## config.mk

```make
export PLATFORM = sky130hd
export DESIGN_NAME = cfg_bram_master
export DESIGN_NICKNAME = d
export VERILOG_FILES = /design/src/rtl/cfg_bram_master.sv
export SDC_FILE = /design/constraint.sdc
export NUM_CORES = 1
export LEC_CHECK = 0
export CAP_MARGIN = 5
export CORE_MARGIN = 3
export CORE_UTILIZATION = 51
export CTS_CLUSTER_SIZE = 25
export DETAILED_ROUTE_END_ITERATION = 12
export GPL_ROUTABILITY_DRIVEN = 0
export GPL_TIMING_DRIVEN = 0
export PLACE_DENSITY_LB_ADDON = 0.2
export SLEW_MARGIN = 5
export SYNTH_ARGS = -nofsm -noshare
export SYNTH_HDL_FRONTEND = slang
export SYNTH_SLANG_ARGS = --single-unit
```

## constraint.sdc

```tcl
create_clock -name clk -period 4.8 [get_ports clk]
set_clock_uncertainty 0.2 [all_clocks]
set_input_delay 0.72 -clock clk [delete_from_list [all_inputs] [get_ports clk]]
set_output_delay 0.72 -clock clk [all_outputs]
set_load 0.05 [all_outputs]
```

## src/rtl/cfg_bram_master.sv

```systemverilog
// Command-driven burst master for a single-port BRAM: write bursts stream
// wr_data into consecutive words, read bursts fetch one word at a time.
module cfg_bram_master #(
    parameter int ADDR_WIDTH = 32,
    parameter int DATA_WIDTH = 32,
    parameter int BYTE_NUM   = 4,
    parameter int RD_LATENCY = 1
) (
    input  logic                  clk,
    input  logic                  rst,
    input  logic                  cmd_valid,
    output logic                  cmd_ready,
    input  logic                  cmd_write,
    input  logic [ADDR_WIDTH-1:0] cmd_addr,
    input  logic [7:0]            cmd_len,
    input  logic                  wr_valid,
    output logic                  wr_ready,
    input  logic [DATA_WIDTH-1:0] wr_data,
    output logic                  rd_valid,
    input  logic                  rd_ready,
    output logic [DATA_WIDTH-1:0] rd_data,
    output logic                  rd_last,
    output logic                  done,
    output logic                  busy,
    output logic                  bram_en,
    output logic [BYTE_NUM-1:0]   bram_we,
    output logic [ADDR_WIDTH-1:0] bram_addr,
    output logic [DATA_WIDTH-1:0] bram_din,
    input  logic [DATA_WIDTH-1:0] bram_dout
);

    localparam int LAT_W = (RD_LATENCY > 1) ? $clog2(RD_LATENCY) : 1;
    localparam logic [ADDR_WIDTH-1:0] ADDR_INC  = ADDR_WIDTH'(BYTE_NUM);
    localparam logic [ADDR_WIDTH-1:0] ADDR_MASK = ~ADDR_WIDTH'(3);
    localparam logic [LAT_W-1:0]      LAT_LOAD  = LAT_W'(RD_LATENCY - 1);

    typedef enum logic [2:0] {
        IDLE,
        WR,
        RD_ISSUE,
        RD_WAIT,
        RD_HOLD
    } state_t;

    state_t                state_q, state_d;
    logic [ADDR_WIDTH-1:0] addr_q, addr_d;
    logic [7:0]            cnt_q, cnt_d;
    logic [LAT_W-1:0]      lat_q, lat_d;

    logic                  cmd_ready_q, cmd_ready_d;
    logic                  wr_ready_q, wr_ready_d;
    logic                  rd_valid_q, rd_valid_d;
    logic                  rd_last_q, rd_last_d;
    logic [DATA_WIDTH-1:0] rd_data_q, rd_data_d;
    logic                  done_q, done_d;
    logic                  busy_q, busy_d;
    logic                  bram_en_q, bram_en_d;
    logic [BYTE_NUM-1:0]   bram_we_q, bram_we_d;
    logic [ADDR_WIDTH-1:0] bram_addr_q, bram_addr_d;
    logic [DATA_WIDTH-1:0] bram_din_q, bram_din_d;

    // Every output is computed one cycle ahead so it can leave straight from a flop.
    always_comb begin
        state_d     = state_q;
        addr_d      = addr_q;
        cnt_d       = cnt_q;
        lat_d       = lat_q;
        cmd_ready_d = 1'b0;
        wr_ready_d  = 1'b0;
        done_d      = 1'b0;
        bram_en_d   = 1'b0;
        bram_we_d   = '0;
        bram_addr_d = bram_addr_q;
        bram_din_d  = bram_din_q;
        rd_valid_d  = rd_valid_q;
        rd_last_d   = rd_last_q;
        rd_data_d   = rd_data_q;

        case (state_q)
            IDLE: begin
                cmd_ready_d = 1'b1;
                if (cmd_valid && cmd_ready_q) begin
                    addr_d      = cmd_addr & ADDR_MASK;
                    cnt_d       = cmd_len;
                    cmd_ready_d = 1'b0;
                    if (cmd_write) begin
                        state_d    = WR;
                        wr_ready_d = 1'b1;
                    end else begin
                        state_d     = RD_ISSUE;
                        bram_en_d   = 1'b1;
                        bram_addr_d = cmd_addr & ADDR_MASK;
                    end
                end
            end
            WR: begin
                wr_ready_d = 1'b1;
                if (wr_valid && wr_ready_q) begin
                    bram_en_d   = 1'b1;
                    bram_we_d   = '1;
                    bram_addr_d = addr_q;
                    bram_din_d  = wr_data;
                    addr_d      = addr_q + ADDR_INC;
                    cnt_d       = cnt_q - 8'd1;
                    if (cnt_q == 8'd0) begin
                        state_d     = IDLE;
                        wr_ready_d  = 1'b0;
                        cmd_ready_d = 1'b1;
                        done_d      = 1'b1;
                    end
                end
            end
            RD_ISSUE: begin
                state_d = RD_WAIT;
                lat_d   = LAT_LOAD;
            end
            RD_WAIT: begin
                if (lat_q == '0) begin
                    rd_data_d  = bram_dout;
                    rd_valid_d = 1'b1;
                    rd_last_d  = (cnt_q == 8'd0);
                    state_d    = RD_HOLD;
                end else begin
                    lat_d = lat_q - LAT_W'(1);
                end
            end
            RD_HOLD: begin
                if (rd_ready) begin
                    rd_valid_d = 1'b0;
                    rd_last_d  = 1'b0;
                    if (cnt_q == 8'd0) begin
                        state_d     = IDLE;
                        cmd_ready_d = 1'b1;
                        done_d      = 1'b1;
                    end else begin
                        // Next read is issued immediately, keeping one read in flight.
                        addr_d      = addr_q + ADDR_INC;
                        cnt_d       = cnt_q - 8'd1;
                        state_d     = RD_ISSUE;
                        bram_en_d   = 1'b1;
                        bram_addr_d = addr_q + ADDR_INC;
                    end
                end
            end
            default: begin
                state_d = IDLE;
            end
        endcase

        busy_d = (state_d != IDLE);
    end

    always_ff @(posedge clk) begin
        if (rst) begin
            state_q     <= IDLE;
            addr_q      <= '0;
            cnt_q       <= '0;
            lat_q       <= '0;
            cmd_ready_q <= 1'b1;
            wr_ready_q  <= 1'b0;
            rd_valid_q  <= 1'b0;
            rd_last_q   <= 1'b0;
            rd_data_q   <= '0;
            done_q      <= 1'b0;
            busy_q      <= 1'b0;
            bram_en_q   <= 1'b0;
            bram_we_q   <= '0;
            bram_addr_q <= '0;
            bram_din_q  <= '0;
        end else begin
            state_q     <= state_d;
            addr_q      <= addr_d;
            cnt_q       <= cnt_d;
            lat_q       <= lat_d;
            cmd_ready_q <= cmd_ready_d;
            wr_ready_q  <= wr_ready_d;
            rd_valid_q  <= rd_valid_d;
            rd_last_q   <= rd_last_d;
            rd_data_q   <= rd_data_d;
            done_q      <= done_d;
            busy_q      <= busy_d;
            bram_en_q   <= bram_en_d;
            bram_we_q   <= bram_we_d;
            bram_addr_q <= bram_addr_d;
            bram_din_q  <= bram_din_d;
        end
    end

    assign cmd_ready = cmd_ready_q;
    assign wr_ready  = wr_ready_q;
    assign rd_valid  = rd_valid_q;
    assign rd_last   = rd_last_q;
    assign rd_data   = rd_data_q;
    assign done      = done_q;
    assign busy      = busy_q;
    assign bram_en   = bram_en_q;
    assign bram_we   = bram_we_q;
    assign bram_addr = bram_addr_q;
    assign bram_din  = bram_din_q;

endmodule
```

==> reports/metrics.yaml <==
grt_setup_unrepaired: "false"
synth_top_area_frac: 0.403
viasPerCell: 6.12
drv_cap: 0
synth_cell_types: 66
synth_area_per_cell_sq_um: 7.48
fp.dieArea_sq_um: 15500
ys.flop_type: "dfxtp_1"
synth-compound-area-share: 0.259
hold_class: "register to register"
synthesis.instances: 957
areaGrowthSynthToFinish_pct: 41.1
synthSimpleGateAreaFrac: 0.263
synth_top_area_cell: "dfxtp_1"
yosys_warnings: 0
n_antenna_cell: 0
antenna_found_initial: 0
nNetsFinal: 1301
first_iter_violations: 1126
postLayoutCellArea_sq_um: 10100
crit_path_max_incr_delay_ps: 750
synth-edff-count: 0
cp_num_buf_inv: 2
antenna_left: 0
arrival_ps: 3480
overflow: 0
die_w_um: 124
synth_top_family_by_area: "simple AND/OR/NAND/NOR gates"
critPathRequiredTime_ps: 4880
grt_use_met1: 0.425
drt-pass1-iter-count: 10
clock-sinks: 144
fin_crit_sh: 0.708
grt_usage: 0.326
fmax_ghz: 0.294
core.rowCount: 42
die_h_um: 124
postCtsSetupRepairBufs: 0
worst-path-max-fanout: 10
place_ws_ps: 1140
yosysSeqAreaShare: 0.403
wl_um: 26300
crit_top_cell: "nor3_1"
async_flop_share: 0
cts_buffers: 17
use_met3: 0.0931
path_cells: "clkdlybuf4s50_1, nand2_1, nor3_1, a311oi_2, clkbuf_1, a2111oi_0, nor3_1"
regToRegSetupSlack_ps: 1450
clkTransAtPathRegs_ps: 60
worst_setup_path_end_kind: "register"
finalSetupTns_ps: 0
cts_root_buf: "clkbuf_16"
fin_util: 0.748
crit_path_top_delay_cell: "nor3_1"
synth_xor_xnor_area_share: 0.00122
hold_viol: 0
cts-hold-fix-buffers: 0
worst_r2r_path_depth: 8
power.leakage_nw: 3.38
path_depth: 7
drv_slew: 0
pin_count: 217
placed_cells: 1346
start_util: 0.530
grt_max_degree: 17
worstReg2RegEnd: "bram_addr[9]$_SDFFE_PP0P_"
syn_nets: 1069
synth.area.top_cells: "dfxtp_1 (40%), nand2_1 (9.6%), a21oi_1 (7.6%)"
final-setup-viol-count: 0
status: "finished, final reports clean"
synth-seq-cells: 144
vdd_drop_max_mv: 0.404
fin_hold_ws_ps: 253
post_drt_wl_per_cell_um: 19.1
clockBufferDepth: 2
ctsResizeCount: 0
drive_gt1_frac: 0.0566
holdPathStages: 2
layoutNonFillerInstCount: 1378
synthAdderAreaFrac: 0.00350
clk_latency_ps: 430
grt_pass1_vias: 7902
slew_headroom: 0.344
critPathKind: "input port to register"
remaining_drc_errors: 0
port_buffers: 213
h-tree-depth: 4
cp-start-kind: "input port"
grt_pass1_wl_um: 41000
rr_startpoint: "cnt_q[0]$_SDFFE_PP0P_"
layout_setup_ws_ps: 1400
hold_path_end: "bram_din[13]$_SDFFE_PP0P_"
nFillCells: 1034
p_total_mw: 3.74
coreArea_sq_um: 13500
synth_mux_area_frac: 0.00560
postPlaceCellArea_sq_um: 9510
hp-start: "bram_din[13]$_SDFFE_PP0P_"
via_count: 8440
top_usage_layer: "met2"
cts_tree: "done"
post-dp-hpwl_um: 18300
syn-cell-area_sq_um: 7160
worstMarginPinSlew_ps: 977
min_period_ps: 3400
use_met2: 0.493
power_density_nw_per_um2: 371
crit_family: "buffers and inverters"
-- per-layer routing --
layer,wire length [um],share of wire
met1,10200,0.39
met2,11400,0.43
met3,3380,0.13
met4,1330,0.051
met5,0,0
-- layout by cell type, fill, tap and decap left out, types with 5 or more instances in the layout --
cell type and instances:
clkdlybuf4s50_1 213, nand2_1 183, dfxtp_1 144, a21oi_1 108
nor2_1 77, clkbuf_1 69, o21ai_0 51, nor3_1 31
a211oi_1 27, nor4_1 23, inv_1 22, and3_1 17
clkbuf_16 17, buf_2 16, a31oi_1 14, nand3_1 13
nand4_1 12, o32ai_1 11, o21a_1 9, nand2b_1 8
o31a_1 8, a221oi_1 8, or3_1 7, a311oi_1 7
nor2b_1 6, or4_1 6, a21o_1 5, buf_4 5
-- synth_stat cells, types with 5 or more instances --
cell / n
nand2_1: 183
dfxtp_1: 144
a21oi_1: 108
nor2_1: 77
clkbuf_1: 68
o21ai_0: 51
nor3_1: 31
a211oi_1: 27
nor4_1: 23
inv_1: 22
and3_1: 17
buf_2: 16
a31oi_1: 14
nand3_1: 13
nand4_1: 12
o32ai_1: 11
o21a_1: 9
a221oi_1: 8
nand2b_1: 8
o31a_1: 8
a311oi_1: 7
or3_1: 7
nor2b_1: 6
or4_1: 6
a21o_1: 5
buf_4: 5
-- flip-flops by register name, summed over array words and instances, names as in the netlist, 3 cells and up --
| name | count |
|---|---|
| bram_din | 32 |
| rd_data | 32 |
| bram_addr | 31 |
| addr_q | 30 |
| cnt_q | 8 |
| state_q | 3 |
-- cell type report --
cell class                      instances  area (sq um)  share of cell area
Multi-Input combinational cell        699          3800               0.377
Buffer                                 92           385              0.0382
Clock inverter                         12           131              0.0130
Timing Repair Buffer                  213          2130               0.211
Clock buffer                           20           457              0.0452
Tap cell                              176           220              0.0218
Inverter                               22          82.6             0.00818
Sequential cell                       144          2880               0.286
-- power breakdown --
part	total, mW	internal (mW)	switching, mW
sequential	1.39	1.30	0.0920
combinational	1.03	0.368	0.666
clock	1.32	0.795	0.527
-- worst max path at each step --
stage                                from                         end  slack (ps)
floorplan             wr_ready$_SDFF_PP0_     addr_q[29]$_SDFFE_PP0P_        2320
global placement                 wr_valid  bram_addr[10]$_SDFFE_PP0P_        1180
detailed placement               wr_valid  bram_addr[10]$_SDFFE_PP0P_        1140
CTS                              wr_valid  bram_addr[10]$_SDFFE_PP0P_        1570
global route        cnt_q[0]$_SDFFE_PP0P_   bram_addr[9]$_SDFFE_PP0P_        1300
finish                           wr_valid  bram_addr[10]$_SDFFE_PP0P_        1400
-- cell families after synthesis --
family	Yosys count
compound gates	289
xor+xnor	1
fa+ha+maj	2
buf+inv	114
flops	144
mux	4
simple gates	403
-- worst register-to-register path, cell delays in order (launching register included) --
cell      delay (ps)
dfxtp_1          340
inv_1             70
ha_1             180
nor3b_2          350
nand2_1          260
a311oi_2         690
clkbuf_1         730
nor2_1           130
a211oi_1         300
Note: power is estimated with default switching activity, not from simulation.
